File: src/rtl/uart_pkg.sv
// Shared receiver types: FSM state encoding and the baud-timing constant functions.
package uart_pkg;

  typedef enum logic [2:0] {
    ST_IDLE,
    ST_START,
    ST_DATA,
    ST_STOP,
    ST_BREAK
  } rx_state_t;

  function automatic int unsigned bit_cyc(input int unsigned clk_hz, input int unsigned baud);
    return clk_hz / baud;
  endfunction

  function automatic int unsigned half_cyc(input int unsigned clk_hz, input int unsigned baud);
    return bit_cyc(clk_hz, baud) / 2;
  endfunction

endpackage

File: src/rtl/uart_rx_fifo.sv
// First-word-fall-through receive FIFO; the head entry is always visible on dout while not empty.
module uart_rx_fifo #(
  parameter int DEPTH = 4,
  parameter int WIDTH = 8
) (
  input  logic             clk,
  input  logic             rst,
  input  logic             push,
  input  logic [WIDTH-1:0] din,
  input  logic             pop,
  output logic [WIDTH-1:0] dout,
  output logic             full,
  output logic             empty,
  output logic             overrun
);

  localparam int AW = $clog2(DEPTH);

  logic [WIDTH-1:0] mem [DEPTH];
  logic [AW:0]      wr_ptr_reg;
  logic [AW:0]      rd_ptr_reg;
  logic             overrun_reg;
  logic             do_push;
  logic             do_pop;

  // Extra pointer MSB distinguishes full from empty when the indices match.
  assign empty   = (wr_ptr_reg == rd_ptr_reg);
  assign full    = (wr_ptr_reg[AW] != rd_ptr_reg[AW]) &&
                   (wr_ptr_reg[AW-1:0] == rd_ptr_reg[AW-1:0]);
  assign do_pop  = pop && !empty;
  assign do_push = push && (!full || do_pop);
  assign dout    = empty ? '0 : mem[rd_ptr_reg[AW-1:0]];
  assign overrun = overrun_reg;

  always_ff @(posedge clk) begin
    if (do_push) mem[wr_ptr_reg[AW-1:0]] <= din;
  end

  always_ff @(posedge clk or posedge rst) begin
    if (rst) begin
      wr_ptr_reg  <= '0;
      rd_ptr_reg  <= '0;
      overrun_reg <= 1'b0;
    end else begin
      if (do_push) wr_ptr_reg <= wr_ptr_reg + 1'b1;
      if (do_pop)  rd_ptr_reg <= rd_ptr_reg + 1'b1;
      overrun_reg <= push && !do_push;
    end
  end

endmodule

File: src/rtl/uart_rx_core.sv
// 8N1 UART receiver: input synchronizer, start/data/stop FSM and a FWFT byte buffer.
module uart_rx_core
  import uart_pkg::*;
#(
  parameter int CLK_HZ     = 50_000_000,
  parameter int BAUD       = 9600,
  parameter int FIFO_DEPTH = 4,
  parameter int SYNC_STG   = 2
) (
  input  logic       clk,
  input  logic       rst,
  input  logic       uart_rx,
  output logic [7:0] rx_data,
  output logic       rx_valid,
  input  logic       rx_ready,
  output logic       frame_err,
  output logic       overrun,
  output logic       busy
);

  localparam int BIT_CYC  = int'(bit_cyc(CLK_HZ, BAUD));
  localparam int HALF_CYC = int'(half_cyc(CLK_HZ, BAUD));
  localparam int CW       = $clog2(BIT_CYC);

  logic [SYNC_STG-1:0] sync_reg;
  logic [SYNC_STG-1:0] settle_reg;
  logic                rxs;
  logic                rxs_prev_reg;
  logic                line_ok;
  logic                fall;

  rx_state_t state_reg, state_next;
  logic [CW-1:0] cnt_reg, cnt_next;
  logic [2:0]    idx_reg, idx_next;
  logic [7:0]    shift_reg, shift_next;
  logic          push_reg, push_next;
  logic          frame_err_reg, frame_err_next;
  logic          fifo_full;
  logic          fifo_empty;

  assign rxs = sync_reg[SYNC_STG-1];
  // settle_reg marks when rxs carries real line samples rather than reset ones,
  // so a line already low after reset never looks like a start edge.
  assign line_ok = settle_reg[SYNC_STG-1];
  assign fall    = line_ok && rxs_prev_reg && !rxs;
  assign busy    = (state_reg != ST_IDLE);

  always_ff @(posedge clk or posedge rst) begin
    if (rst) begin
      sync_reg      <= '1;
      settle_reg    <= '0;
      rxs_prev_reg  <= 1'b0;
      state_reg     <= ST_IDLE;
      cnt_reg       <= '0;
      idx_reg       <= '0;
      shift_reg     <= '0;
      push_reg      <= 1'b0;
      frame_err_reg <= 1'b0;
    end else begin
      sync_reg      <= {sync_reg[SYNC_STG-2:0], uart_rx};
      settle_reg    <= {settle_reg[SYNC_STG-2:0], 1'b1};
      rxs_prev_reg  <= line_ok ? rxs : 1'b0;
      state_reg     <= state_next;
      cnt_reg       <= cnt_next;
      idx_reg       <= idx_next;
      shift_reg     <= shift_next;
      push_reg      <= push_next;
      frame_err_reg <= frame_err_next;
    end
  end

  always_comb begin
    state_next     = state_reg;
    cnt_next       = cnt_reg + 1'b1;
    idx_next       = idx_reg;
    shift_next     = shift_reg;
    push_next      = 1'b0;
    frame_err_next = 1'b0;
    case (state_reg)
      ST_IDLE: begin
        cnt_next = '0;
        if (fall) state_next = ST_START;
      end
      ST_START: begin
        if (cnt_reg == CW'(HALF_CYC - 1)) begin
          cnt_next   = '0;
          idx_next   = '0;
          state_next = rxs ? ST_IDLE : ST_DATA;
        end
      end
      ST_DATA: begin
        if (cnt_reg == CW'(BIT_CYC - 1)) begin
          cnt_next            = '0;
          shift_next[idx_reg] = rxs;
          idx_next            = idx_reg + 1'b1;
          if (idx_reg == 3'd7) state_next = ST_STOP;
        end
      end
      ST_STOP: begin
        if (cnt_reg == CW'(BIT_CYC - 1)) begin
          cnt_next = '0;
          if (rxs) begin
            push_next  = 1'b1;
            state_next = ST_IDLE;
          end else begin
            frame_err_next = 1'b1;
            state_next     = ST_BREAK;
          end
        end
      end
      ST_BREAK: begin
        cnt_next = '0;
        if (rxs) state_next = ST_IDLE;
      end
      default: begin
        cnt_next   = '0;
        state_next = ST_IDLE;
      end
    endcase
  end

  assign frame_err = frame_err_reg;
  assign rx_valid  = !fifo_empty;

  uart_rx_fifo #(
    .DEPTH (FIFO_DEPTH),
    .WIDTH (8)
  ) u_fifo (
    .clk     (clk),
    .rst     (rst),
    .push    (push_reg),
    .din     (shift_reg),
    .pop     (rx_ready),
    .dout    (rx_data),
    .full    (fifo_full),
    .empty   (fifo_empty),
    .overrun (overrun)
  );

endmodule

File: config.mk
export PLATFORM = sky130hd
export DESIGN_NAME = uart_rx_core
export DESIGN_NICKNAME = d
export VERILOG_FILES = /design/src/rtl/uart_pkg.sv /design/src/rtl/uart_rx_fifo.sv /design/src/rtl/uart_rx_core.sv
export SDC_FILE = /design/constraint.sdc
export NUM_CORES = 1
export LEC_CHECK = 0
export BUFFER_PORTS_ARGS = -buffer_cell sky130_fd_sc_hd__buf_2
export CAP_MARGIN = 20
export CORE_MARGIN = 2
export CORE_UTILIZATION = 65
export DETAILED_ROUTE_END_ITERATION = 16
export PLACE_DENSITY = 0.84
export SLEW_MARGIN = 20
export SYNTH_ARGS = -nofsm -noshare
export SYNTH_HDL_FRONTEND = slang
export SYNTH_SLANG_ARGS = --single-unit
File: constraint.sdc
create_clock -name clk -period 3.38 [get_ports clk]
set_input_delay 0 -clock clk [delete_from_list [all_inputs] [get_ports clk]]
set_output_delay 0 -clock clk [all_outputs]
set_load 0.01 [all_outputs]
==> impl_metrics.json <==
{
  "final_max_slew_viol_count": 0,
  "post_cts_buffers": 0,
  "grt_pass1_wl_um": 8670,
  "final_common_cell": "dfrtp_1",
  "h-tree-depth": 3,
  "layout_common_cells": "dfrtp_1, edfxtp_1, nor2_1",
  "path_class": "reg -> reg",
  "drive_gt1_frac": 0.190,
  "place_congestion": 0.771,
  "die_w_um": 75.0,
  "synth_seq_cells": 73,
  "overflow": 0,
  "utilization": 0.749,
  "finalPower_mw": 1.74,
  "p_sw_uw": 451,
  "grt_util_all_layers": 0.211,
  "num-fill-cells": 310,
  "syn_area_um2": 3270,
  "wl_um": 5200,
  "async_flop_share": 0.562,
  "port_buffers": 15,
  "dp_hpwl_um": 3590,
  "fin_setup_tns_ps": 0,
  "crit_path_end_kind": "flop",
  "clockBufferDepth": 2,
  "dp.cells": 316,
  "whs_ps": 117,
  "worstMarginPinSlew_ps": 597,
  "grt_max_degree": 36,
  "core_um2": 4790,
  "start_kind": "flop",
  "leakage_nw": 1.55,
  "start_util": 0.684,
  "finalInstanceArea_um2": 3580,
  "die_area_um2": 5620,
  "instances_no_fill": 335,
  "largest_reg_flops": 32,
  "sw_frac_of_total": 0.259,
  "clkTransAtPathRegs_ps": 70,
  "p_clk_frac": 0.328,
  "finalCritPeriodShare": 0.621,
  "pwr-share-comb": 0.085,
  "via_per_inst": 5.64,
  "finalCriticalPeriod_ps": 2100,
  "drc": 0,
  "ir_worst_vdd_v": 0.000358,
  "placed_area_um2": 3390,
  "avgRoutedWirePerCell_um": 15.5,
  "fmax_ghz": 0.477,
  "io_pins": 16,
  "slew_headroom": 0.602,
  "syn-instance-count": 241,
  "hp-class": "in -> async",
  "netlist.area_leader.share": 0.298,
  "std_cell_rows": 25,
  "grt_antenna_before_repair": 0,
  "synth_seq_area_share": 0.608,
  "status": "completed",
  "dieHeight_um": 75.0,
  "hold_violations": 0,
  "ant_nets": 0,
  "dr.first_iter.drc_count": 118,
  "setup_violations": 0,
  "synth.net_count": 253,
  "dpl_worst_slack_ps": 1260,
  "num_antenna_cells": 0,
  "p_int_mw": 1.29,
  "power.density_nw_per_um2": 486,
  "synth_edf_count": 32,
  "vias": 1891,
  "nNetsFinal": 275,
  "layout_setup_ws_ps": 1280,
  "required_ps": 3380,
  "crit_path_max_fanout": 11,
  "skew_ps": 5.61,
  "synth.yosys.warnings": 0,
  "cts_made_buffers": 9,
  "insertion_delay_ps": 340,
  "areaGrowthSynthToFinish_pct": 9.52,
  "worstPathArrival_ps": 2100,
  "grt_pass1_vias": 1891,
  "clock_sinks": 73,
  "cts_tree": "done",
  "yosysUniqueCellTypes": 42,
  "drv_cap": 0,
  "rsz0062_at_grt": "no",
  "synth_ff_type": "dfrtp_1",
  "syn_avg_cell_area_um2": 13.6,
  "clockRootBuffer": "clkbuf_8",
  "first_pass_iters": 4,
  "p_seq_frac": 0.587,
  "post-synth-top-area-cell": "dfrtp_1",
  "synth.area.top_cells": "dfrtp_1, edfxtp_1, mux4_2"
}
-- critical path: stages (launching register included) --
cell and delay (ps):
dfrtp_1 730, xnor2_1 240, a41oi_2 360, and2_1 430
-- cells by family (layout without fill, tap and decap cells) --
group	Yosys count	after routing	share of synthesized area
XOR/XNOR	19	19	0.0509
AO/OA/AOI/OAI	13	13	0.0333
multiplexers	17	17	0.0860
other	1	1	0.00115
adder cells (fa/ha/maj)	8	8	0.0306
buffers and inverters	15	42	0.0229
flip-flops	73	73	0.608
AND/OR/NAND/NOR	95	95	0.167
-- area by class of cell --
cell class                 count  area [um2]  area share
tap                           67        83.8      0.0234
sequential                    73        1990       0.555
multi-input combinational    153        1210       0.337
timing repair buffer          19         113      0.0314
clock buffer                  10         128      0.0356
clock inverter                 6        36.3      0.0101
inverter                       7        26.3     0.00733
-- power groups by stage --
stage | logic (mW) | clock network [mW] | registers (mW)
3_3_place_gp | 0.144 | 0 | 1.03
3_5_place_dp | 0.147 | 0 | 1.04
2_1_floorplan | 0.144 | 0 | 1.01
5_1_grt | 0.170 | 0.618 | 1.03
6_report | 0.148 | 0.570 | 1.02
4_1_cts | 0.152 | 0.581 | 1.02
-- Yosys cell counts (2+ instances only) --
cell type,n
and2_1,15
mux4_2,8
a22o_1,2
nand2b_1,3
xnor2_1,11
nor2b_1,5
dfstp_2,2
mux2_1,2
o21a_1,2
inv_1,7
mux2_2,7
and4_1,2
nor4b_1,2
nor3_1,4
nor4bb_1,3
nand2_1,11
o21ai_0,2
nand3_1,9
and3_1,2
clkbuf_1,2
buf_2,3
dfrtp_1,39
nor2_1,26
buf_4,2
nand4_1,6
or3_1,2
nor4b_4,2
ha_1,8
edfxtp_1,32
xor2_1,8
-- per-layer routing --
| layer | wire (um) | vias to the layer above | track usage | share of wire |
|---|---|---|---|---|
| li1 | - | 904 | - | - |
| met1 | 2310 | 936 | 0.268 | 0.44 |
| met2 | 2650 | 42 | 0.348 | 0.51 |
| met3 | 181 | 9 | 0.0562 | 0.035 |
| met4 | 69 | 0 | 0.0833 | 0.013 |
| met5 | 0 | - | 0 | 0 |
-- path summary, 6_finish.rpt --
path,startpoint,slack [ps],cells after the start,to
setup / recovery,u_fifo.rd_ptr_reg[0]$_DFFE_PP0P_,1280,3,u_fifo.mem[2][0]$_DFFE_PP_
hold / removal,rst,120,3,u_fifo.wr_ptr_reg[0]$_DFFE_PP0P_
setup reg to reg,u_fifo.rd_ptr_reg[0]$_DFFE_PP0P_,1280,3,u_fifo.mem[2][0]$_DFFE_PP_
hold reg to reg,settle_reg[0]$_DFF_PP0_,350,0,settle_reg[1]$_DFF_PP0_
max in group asynchronous,rst,2530,4,sync_reg[1]$_DFF_PP1_
min in group clk,uart_rx,310,2,sync_reg[0]$_DFF_PP1_
-- timing repair --
item / 4_1_cts / 5_1_grt
endpoints found under the setup margin: 0 / 0
endpoints found under the hold margin: 43 / 0
hold buffers: 3 / 0
gates resized for setup: 0 / 0
Power figures use the tool's default switching activity.
